**src/rtl/hazard_pkg.sv**
```systemverilog
// Shared opcode constants, FSM encoding and register-match helpers for the
// ID-stage hazard detection unit.
package hazard_pkg;

  localparam int unsigned OpW  = 6;
  localparam int unsigned RegW = 5;
  localparam int unsigned CntW = 16;

  localparam logic [OpW-1:0] OpRType = 6'b000000;
  localparam logic [OpW-1:0] OpBeq   = 6'b000100;
  localparam logic [OpW-1:0] OpBne   = 6'b000101;
  localparam logic [OpW-1:0] OpSw    = 6'b101011;
  localparam logic [OpW-1:0] OpLw    = 6'b100011;
  localparam logic [OpW-1:0] OpJ     = 6'b000010;

  typedef enum logic [0:0] {
    StIdle   = 1'b0,
    StStall2 = 1'b1
  } state_e;

  // Instructions whose Rt field is a source operand rather than a destination.
  function automatic logic uses_rt(input logic [OpW-1:0] op);
    return (op == OpRType) || (op == OpBeq) || (op == OpBne) || (op == OpSw);
  endfunction

  function automatic logic is_branch(input logic [OpW-1:0] op);
    return (op == OpBeq) || (op == OpBne);
  endfunction

  // $0 is hardwired to zero, so a write to it can never create a dependency.
  function automatic logic reg_match(input logic [RegW-1:0] w,
                                     input logic [RegW-1:0] rs,
                                     input logic [RegW-1:0] rt,
                                     input logic            use_rt);
    return (w != '0) && ((w == rs) || (use_rt && (w == rt)));
  endfunction

endpackage

```
**src/rtl/sat_cnt16.sv**
```systemverilog
// 16-bit saturating event counter with synchronous clear (clear wins).
module sat_cnt16
  import hazard_pkg::*;
(
  input  logic            clk,
  input  logic            rst_n,
  input  logic            clr,
  input  logic            inc,
  output logic [CntW-1:0] q
);

  logic [CntW-1:0] cnt_q, cnt_d;

  always_comb begin
    cnt_d = cnt_q;
    if (clr) begin
      cnt_d = '0;
    end else if (inc && (cnt_q != '1)) begin
      cnt_d = cnt_q + 1'b1;
    end
  end

  always_ff @(posedge clk or negedge rst_n) begin
    if (!rst_n) begin
      cnt_q <= '0;
    end else begin
      cnt_q <= cnt_d;
    end
  end

  assign q = cnt_q;

endmodule

```
**src/rtl/hazard_detect.sv**
```systemverilog
// ID-stage hazard unit: stalls on load-use and branch-operand hazards, flushes
// IF/ID on taken branches and jumps, and counts stall and flush cycles.
module hazard_detect
  import hazard_pkg::*;
(
  input  logic            clk,
  input  logic            rst_n,
  input  logic [31:0]     id_instru,
  input  logic            c_id_ex_MemRead,
  input  logic            c_id_ex_RegWrite,
  input  logic [RegW-1:0] id_ex_wReg,
  input  logic            c_ex_mem_MemRead,
  input  logic [RegW-1:0] ex_mem_wReg,
  input  logic            c_branch_taken,
  input  logic            stat_clr,
  output logic            c_pc_write,
  output logic            c_if_id_write,
  output logic            c_id_ex_bubble,
  output logic            c_if_id_flush,
  output logic [CntW-1:0] stall_cnt,
  output logic [CntW-1:0] flush_cnt
);

  logic [OpW-1:0]  opcode;
  logic [RegW-1:0] rs, rt;
  logic            unused_imm;

  assign opcode     = id_instru[31:26];
  assign rs         = id_instru[25:21];
  assign rt         = id_instru[20:16];
  assign unused_imm = ^id_instru[15:0];

  logic use_rt, br, jmp;
  logic match_ex, match_mem;
  logic hz_load_use, hz_alu_br, hz_ld_br_ex, hz_ld_br_mem, hz_any;

  assign use_rt    = uses_rt(opcode);
  assign br        = is_branch(opcode);
  assign jmp       = (opcode == OpJ);
  assign match_ex  = reg_match(id_ex_wReg, rs, rt, use_rt);
  assign match_mem = reg_match(ex_mem_wReg, rs, rt, use_rt);

  assign hz_load_use  = c_id_ex_MemRead & match_ex;
  assign hz_alu_br    = br & c_id_ex_RegWrite & ~c_id_ex_MemRead & match_ex;
  assign hz_ld_br_ex  = br & c_id_ex_MemRead & match_ex;
  assign hz_ld_br_mem = br & c_ex_mem_MemRead & match_mem;
  assign hz_any       = hz_load_use | hz_alu_br | hz_ld_br_ex | hz_ld_br_mem;

  state_e state_q, state_d;
  logic   stall_raw;

  always_comb begin
    state_d   = state_q;
    stall_raw = 1'b0;
    unique case (state_q)
      StIdle: begin
        stall_raw = hz_any;
        // A load feeding a branch from EX needs a second bubble.
        if (hz_ld_br_ex) begin
          state_d = StStall2;
        end
      end
      StStall2: begin
        stall_raw = 1'b1;
        state_d   = StIdle;
      end
      default: begin
        state_d = StIdle;
      end
    endcase
  end

  always_ff @(posedge clk or negedge rst_n) begin
    if (!rst_n) begin
      state_q <= StIdle;
    end else begin
      state_q <= state_d;
    end
  end

  logic stall, flush;

  // Outputs are forced to the free-running values while reset is held.
  // Branch outcome is stale during a stall, so stall masks flush.
  assign stall = rst_n & stall_raw;
  assign flush = rst_n & ~stall_raw & ((br & c_branch_taken) | jmp);

  assign c_pc_write     = ~stall;
  assign c_if_id_write  = ~stall;
  assign c_id_ex_bubble = stall;
  assign c_if_id_flush  = flush;

  sat_cnt16 u_stall_cnt (
    .clk   (clk),
    .rst_n (rst_n),
    .clr   (stat_clr),
    .inc   (stall),
    .q     (stall_cnt)
  );

  sat_cnt16 u_flush_cnt (
    .clk   (clk),
    .rst_n (rst_n),
    .clr   (stat_clr),
    .inc   (flush),
    .q     (flush_cnt)
  );

endmodule

```
**config.mk**
```make
export PLATFORM = sky130hd
export DESIGN_NAME = hazard_detect
export DESIGN_NICKNAME = d
export VERILOG_FILES = /design/src/rtl/hazard_pkg.sv /design/src/rtl/sat_cnt16.sv /design/src/rtl/hazard_detect.sv
export SDC_FILE = /design/constraint.sdc
export NUM_CORES = 1
export LEC_CHECK = 0
export BUFFER_PORTS_ARGS = -buffer_cell sky130_fd_sc_hd__buf_2
export CELL_PAD_IN_SITES_DETAIL_PLACEMENT = 1
export CELL_PAD_IN_SITES_GLOBAL_PLACEMENT = 2
export CORE_ASPECT_RATIO = 0.75
export CORE_MARGIN = 4
export CORE_UTILIZATION = 28
export CTS_CLUSTER_SIZE = 16
export DETAILED_ROUTE_END_ITERATION = 16
export PLACE_DENSITY = 0.76
export SLEW_MARGIN = 20
export SYNTH_ARGS = -nofsm -noshare
export SYNTH_HDL_FRONTEND = slang
export SYNTH_SLANG_ARGS = --single-unit
```
**constraint.sdc**
```tcl
create_clock -name clk -period 2.9 [get_ports clk]
set_clock_uncertainty 0.05 [all_clocks]
set_input_delay 0.145 -clock clk [delete_from_list [all_inputs] [get_ports clk]]
set_output_delay 0.145 -clock clk [all_outputs]
set_load 0.01 [all_outputs]
```
==> flow_metrics.tcl, run 1 <==
set metrics [dict create \
    status "finished clean" \
    dpl_cell_area_um2 2770 \
    port_buffers 68 \
    max_freq_mhz 412 \
    grt_pass1_wl_um 11400 \
    min_period_ns 2.43 \
    yosysTopAreaCell "dfrtp_1" \
    synth_top_area_share_pct 35.3 \
    worstPathArrival_ns 2.59 \
    setup_viol 0 \
    cts.sinks 33 \
    synth_edf_count 0 \
    max-cap-violations 0 \
    post-place-cells 428 \
    place_hpwl_um 5280 \
    post_cts_buffers 0 \
    hold_path_depth 3 \
    fin_util_pct 35.7 \
    ys.flop_type "dfrtp_1" \
    synthDistinctLibCells 50 \
    fin_area_um2 2870 \
    vias_per_cell 4.97 \
    die_y_um 87.2 \
    r2r_cells 7 \
    finalCritPeriodShare_pct 83.7 \
    cts_buffer_depth 2 \
    gr-total-overflow 0 \
    syn_to_final_growth_pct 22.6 \
    insertion_delay_ns 0.29 \
    r2r_slack_ns 0.47 \
    wl_um 6920 \
    drc_errors 0 \
    wl_per_cell_um 15.8 \
    min_from "c_id_ex_MemRead" \
    hold_end "state_q$_DFF_PN0_" \
    clk_pin_slew_ns 0.08 \
    grt_max_degree 45 \
    nFillCells 994 \
    yosys_warnings 0 \
    tightestPinTransition_ns 0.803 \
    synth.avg_cell_area_um2 8.90 \
    synth-seq-cells 33 \
    ctsHoldBuffers 1 \
    antenna_found_initial 0 \
    dr_total_vias 2172 \
    first_iter_violations 106 \
    core_area_um2 8020 \
    cp-end-kind "flop" \
    ys_seq_area_share_pct 35.3 \
    drt-pass1-iter-count 4 \
    seq_area_um2 826 \
    max_slew_margin_pct 46.5 \
    criticalPathCategory "flop to flop" \
    clockRootBuffer "clkbuf_8" \
    hold_violations 0 \
    rows 28 \
    cts_tree "built" \
    timing.setup.tns_ns 0 \
    grt_pass1_vias 2253 \
    rsz0062_at_grt "false" \
    required_ns 3.06 \
    numCtsBuffers 5 \
    power_density_nw_per_um2 326 \
    slew_violations 0 \
    layout-drive-gt1-share_pct 31.6 \
    postSynthCellCount 263 \
    r2r-start "u_stall_cnt.q[7]$_DFFE_PN0P_" \
    initial_core_util_pct 29.2 \
    grt_usage_pct 14.4 \
    ioPinCount 85 \
    syn_nets 314 \
    yosys-top-cells-area "dfrtp_1 (35%), xnor2_1 (6.0%), nand2_1 (4.3%)" \
    p_leak_nw 1.29 \
    chipWidth_um 114 \
    holdWs_ns 0.0974 \
    crit_path_max_fanout 17 \
    rr_endpoint "u_stall_cnt.q[15]$_DFFE_PN0P_" \
    htreeDepth 2 \
    ant_nets 0 \
    cts_repair_resize_count 0 \
    die-area_um2 9900 \
    min_path_type "primary input to flop" \
    nets 382 \
    finalNonFillerCells 437 \
    gp_congestion 0.701 \
    netlist_area_um2 2340 \
    antenna_cells_inserted 0 \
    startpoint_type "flop" \
    multi_input_area_um2 1420 \
    synthArstFlopShare_pct 100 \
    peakVddDrop_mv 0.166 \
]
==> Yosys cell counts, types with 3 or more instances <==
cell type / n
or4_1: 5
xor2_1: 9
dfrtp_1: 33
nand2b_1: 3
o31ai_1: 5
nor3_1: 12
xnor2_1: 16
nand3_1: 12
nor2b_1: 12
o21ai_0: 5
nor2_1: 23
and3_1: 6
and2_1: 5
nand2_1: 27
mux2_2: 7
clkbuf_1: 6
a21oi_1: 15
a211oi_1: 4
or3_1: 5
inv_1: 8
nor4_2: 4
a31o_2: 4
mux2_1: 3
==> power breakdown <==
part	internal (mW)	total, mW	switching (mW)
Combinational	0.0483	0.117	0.0683
Clock	0.166	0.357	0.191
Sequential	0.460	0.461	0.000616
==> cell families after synthesis <==
logic type	Yosys count	synth area share, %
mux	11	5.24
fa+ha+maj	2	1.07
flops	33	35.3
compound gates	44	13.6
buf+inv	19	3.96
xor+xnor	25	9.36
simple gates	129	31.5
==> worst max-delay path, stage by stage, from the launching register on <==
cell and delay (ns):
dfrtp_1 0.46, and4_4 0.23, and3_4 0.18, and3_4 0.19, a41o_1 0.31, a21o_4 0.28
or4_1 0.48, a21oi_1 0.16
==> sequential cells by signal, indices dropped and copies added, names as in the netlist <==
register	count
state_q	1
u_flush_cnt.q	16
u_stall_cnt.q	16
==> routing by layer <==
layer / vias up / GRT usage, % / routed length [um]
li1: 1067 / - / -
met1: 1036 / 20.3 / 3420
met2: 62 / 22.4 / 2950
met3: 7 / 3.33 / 484
met4: 0 / 3.60 / 66
met5: - / 0 / 0
==> how the worst max path moves through the flow <==
stage	startpoint	to	depth (start not counted)
after floorplan	u_stall_cnt.q[7]$_DFFE_PN0P_	u_stall_cnt.q[13]$_DFFE_PN0P_	7
after global placement	id_ex_wReg[1]	u_flush_cnt.q[12]$_DFFE_PN0P_	8
after detailed placement	u_stall_cnt.q[7]$_DFFE_PN0P_	u_stall_cnt.q[9]$_DFFE_PN0P_	7
after CTS	u_stall_cnt.q[7]$_DFFE_PN0P_	u_stall_cnt.q[15]$_DFFE_PN0P_	7
after global routing	u_stall_cnt.q[7]$_DFFE_PN0P_	u_stall_cnt.q[15]$_DFFE_PN0P_	7
final	u_stall_cnt.q[7]$_DFFE_PN0P_	u_stall_cnt.q[15]$_DFFE_PN0P_	7
==> layout by cell type (no fill, tap or decap), drive strengths merged, types with 3 or more instances in the layout <==
master,synthesis,final
and3,8,8
and4,3,3
o31ai,5,5
a21oi,16,16
mux2,10,10
a31o,4,4
nor2b,12,12
and2,5,5
nand3,12,12
nor4,5,5
xor2,9,9
buf,5,71
clkbuf,6,5
or4,5,5
nand2,28,28
inv,8,8
dfrtp,33,33
nor3,13,13
a211oi,4,4
nor2,24,24
nand2b,3,3
xnor2,16,16
or3,5,5
o21ai,5,5
==> stage by stage <==
| stage | power (mW) | worst slack [ns] |
|---|---|---|
| after floorplan | 0.528 | 0.709 |
| after global placement | 0.585 | 0.515 |
| after detailed placement | 0.588 | 0.504 |
| after CTS | 0.952 | 0.469 |
| after global routing | 0.986 | 0.347 |
| final | 0.934 | 0.472 |
==> cell type report <==
type,instances,area share [%]
multi-input combinational,211,49.6
sequential,33,28.8
timing repair buffer,72,13.0
tap,105,4.58
clock buffer,5,2.40
inverter,8,1.05
clock inverter,3,0.611
Note: power is estimated with default switching activity, not from simulation.
==> run 2, diff against run 1 <==
--- a/config.mk
+++ b/config.mk
@@ -10,10 +10,10 @@
 export CELL_PAD_IN_SITES_GLOBAL_PLACEMENT = 2
 export CORE_ASPECT_RATIO = 0.75
 export CORE_MARGIN = 4
-export CORE_UTILIZATION = 28
+export CORE_UTILIZATION = 26
 export CTS_CLUSTER_SIZE = 16
 export DETAILED_ROUTE_END_ITERATION = 16
-export PLACE_DENSITY = 0.76
+export PLACE_DENSITY = 0.74
 export SLEW_MARGIN = 20
 export SYNTH_ARGS = -nofsm -noshare
 export SYNTH_HDL_FRONTEND = slang
==> constraint.sdc (replaced) <==
create_clock -name clk -period 2 [get_ports clk]
set_clock_uncertainty 0.05 [all_clocks]
set_input_delay 0.1 -clock clk [delete_from_list [all_inputs] [get_ports clk]]
set_output_delay 0.1 -clock clk [all_outputs]
set_load 0.01 [all_outputs]
==> run 2 against run 1 <==
Against the previous run:
- the run now ends with negative setup slack left
- global-route usage grew 0.60 points
- via count grew 14%
- routed wire length increased by 20%
- sequential share of layout area down 5.5 points
- cell area is 24% higher
- critical path depth did not move
- hold slack worse by 0.045 ns
- setup slack got worse by 0.62 ns
==> flow_metrics.tcl, run 2 (synthesis gave the netlist of run 1 again) <==
set metrics [dict create \
    r2r-start "u_stall_cnt.q[7]$_DFFE_PN0P_" \
    startpoint_type "flop" \
    power_mw 1.66 \
    slew_violations 0 \
    nets 438 \
    tightestPinTransition_ns 0.655 \
    dpl_cell_area_um2 3130 \
    clk_pin_slew_ns 0.05 \
    gr-usage-met3_pct 3.70 \
    status "complete, but fails checks" \
    use_met1_pct 20.6 \
    startpoint "u_stall_cnt.q[7]$_DFFE_PN0P_" \
    chipWidth_um 118 \
    max_freq_mhz 466 \
    initial_core_util_pct 27.2 \
    rr_endpoint "u_stall_cnt.q[9]$_DFFE_PN0P_" \
    grt_pass1_wl_um 13100 \
    max_slew_margin_pct 56.4 \
    met2_usage_pct 23.8 \
    antenna_cells_inserted 0 \
    finalCritPeriodShare_pct 107 \
    drt-pass1-iter-count 4 \
    power_frac_seq_pct 40.4 \
    cts_buffer_depth 2 \
    pwr-share-clk_pct 47.5 \
    clockRootBuffer "clkbuf_16" \
    grt_max_degree 36 \
    worstSetupEndpoint "u_stall_cnt.q[9]$_DFFE_PN0P_" \
    wl_um 8340 \
    drc_errors 0 \
    setup_viol 13 \
    gp_congestion 0.794 \
    first_iter_violations 52 \
    fin_util_pct 41.4 \
    layout-drive-gt1-share_pct 48.5 \
    place_hpwl_um 6000 \
    power_density_nw_per_um2 466 \
    ant_nets 0 \
    numCtsBuffers 5 \
    die_y_um 90.2 \
    wl_per_cell_um 16.8 \
    vias_per_cell 5.00 \
    finalWorstSetupSlack_ns -0.146 \
    grt_pass1_vias 2562 \
    intPower_mw 1.25 \
    finalNonFillerCells 496 \
    seq_area_um2 827 \
    crit_path_max_fanout 5 \
    violations "negative setup slack" \
    p_comb_share_pct 12.1 \
    port_buffers 68 \
    die-area_um2 10600 \
    p_sw_share_pct 24.3 \
    rows 29 \
    antenna_found_initial 0 \
    r2r_slack_ns -0.15 \
    post-place-cells 477 \
    cts.sinks 33 \
    p_leak_nw 1.61 \
    worstPathArrival_ns 2.30 \
    nFillCells 1018 \
    insertion_delay_ns 0.28 \
    fin_area_um2 3560 \
    dr_total_vias 2478 \
    hold_path_depth 3 \
    criticalPathCategory "flop to flop" \
    core_area_um2 8600 \
    holdWs_ns 0.0526 \
    min_path_type "primary input to flop" \
    htreeDepth 2 \
    required_ns 2.15 \
    hold_violations 0 \
    multi_input_area_um2 1620 \
    rsz0062_at_grt "true" \
    p_switching_mw 0.403 \
    peakVddDrop_mv 0.272 \
    cp-end-kind "flop" \
    grt_usage_pct 15.0 \
    syn_to_final_growth_pct 52.0 \
    ioPinCount 85 \
    min_period_ns 2.15 \
    max-cap-violations 0 \
    final_common_cell "buf_2" \
    cts_tree "built" \
    gr-total-overflow 0 \
    r2r_cells 7 \
    layout.cells.most_common_list "buf_2 (68), buf_4 (52), dfrtp_1 (32)" \
    busiest_layer "met2" \
]
run 2: changes by cell type in the layout (fill, tap and decap cells not counted), moves of 4 or more:
cell / change
buf_4: +49
a21oi_1: -7
a21oi_2: +6
buf_6: +5
clkbuf_16: +5
clkbuf_8: -4
or4_1: -4
or4_4: +4
run 2: routing by layer:
metal	up-vias	wire length, um
li1	1190	-
met1	1231	4010
met2	49	3880
met5	-	0
met4	0	78
met3	8	367
run 2: worst min path at each step:
stage                    startpoint  slack [ns]                end
floorplan                     rst_n       -0.25  state_q$_DFF_PN0_
global placement              rst_n       -0.14  state_q$_DFF_PN0_
detailed placement            rst_n       -0.14  state_q$_DFF_PN0_
CTS                 c_id_ex_MemRead        0.05  state_q$_DFF_PN0_
global route        c_id_ex_MemRead        0.05  state_q$_DFF_PN0_
finish              c_id_ex_MemRead        0.05  state_q$_DFF_PN0_
run 2: power by group through the flow:
stage | clock (mW) | sequential [mW] | combinational (mW)
after floorplan | 0 | 0.682 | 0.0846
after global placement | 0 | 0.681 | 0.185
after detailed placement | 0 | 0.681 | 0.189
after CTS | 0.802 | 0.669 | 0.197
after global routing | 0.845 | 0.669 | 0.222
final | 0.787 | 0.669 | 0.200
run 2: final cells by class:
cell class                 instances  area share, %
sequential                        33           23.3
multi-input combinational        213           45.6
inverter                           8          0.844
clock buffer                       8           4.12
tap                              108           3.80
timing repair buffer             126           22.4
run 2: timing repair:
action / 4_1_cts / 5_1_grt
setup endpoints to repair: 15 / 25
cloned: 1 / 1
buffers inserted: 4 / 4
pin swaps: 6 / 17
endpoints found under the hold margin: 33 / 0
gates resized for setup: 11 / 28
hold buffers: 1 / 0
run 2: critical path, stage by stage, from the launching register on:
cell and delay [ns]:
dfrtp_2 0.41, and4_4 0.17, and3_4 0.17, and3_4 0.18, a41o_4 0.24, a21o_4 0.21, or4_4 0.49, a21oi_2 0.15
run 2: per-stage QoR:
step | worst slack, ns | setup TNS (ns)
2_1_floorplan | -0.118 | -0.568
3_3_place_gp | -0.215 | -2.62
3_5_place_dp | -0.277 | -3.29
4_1_cts | -0.149 | -1.17
5_1_grt | -0.184 | -1.86
6_report | -0.146 | -0.940
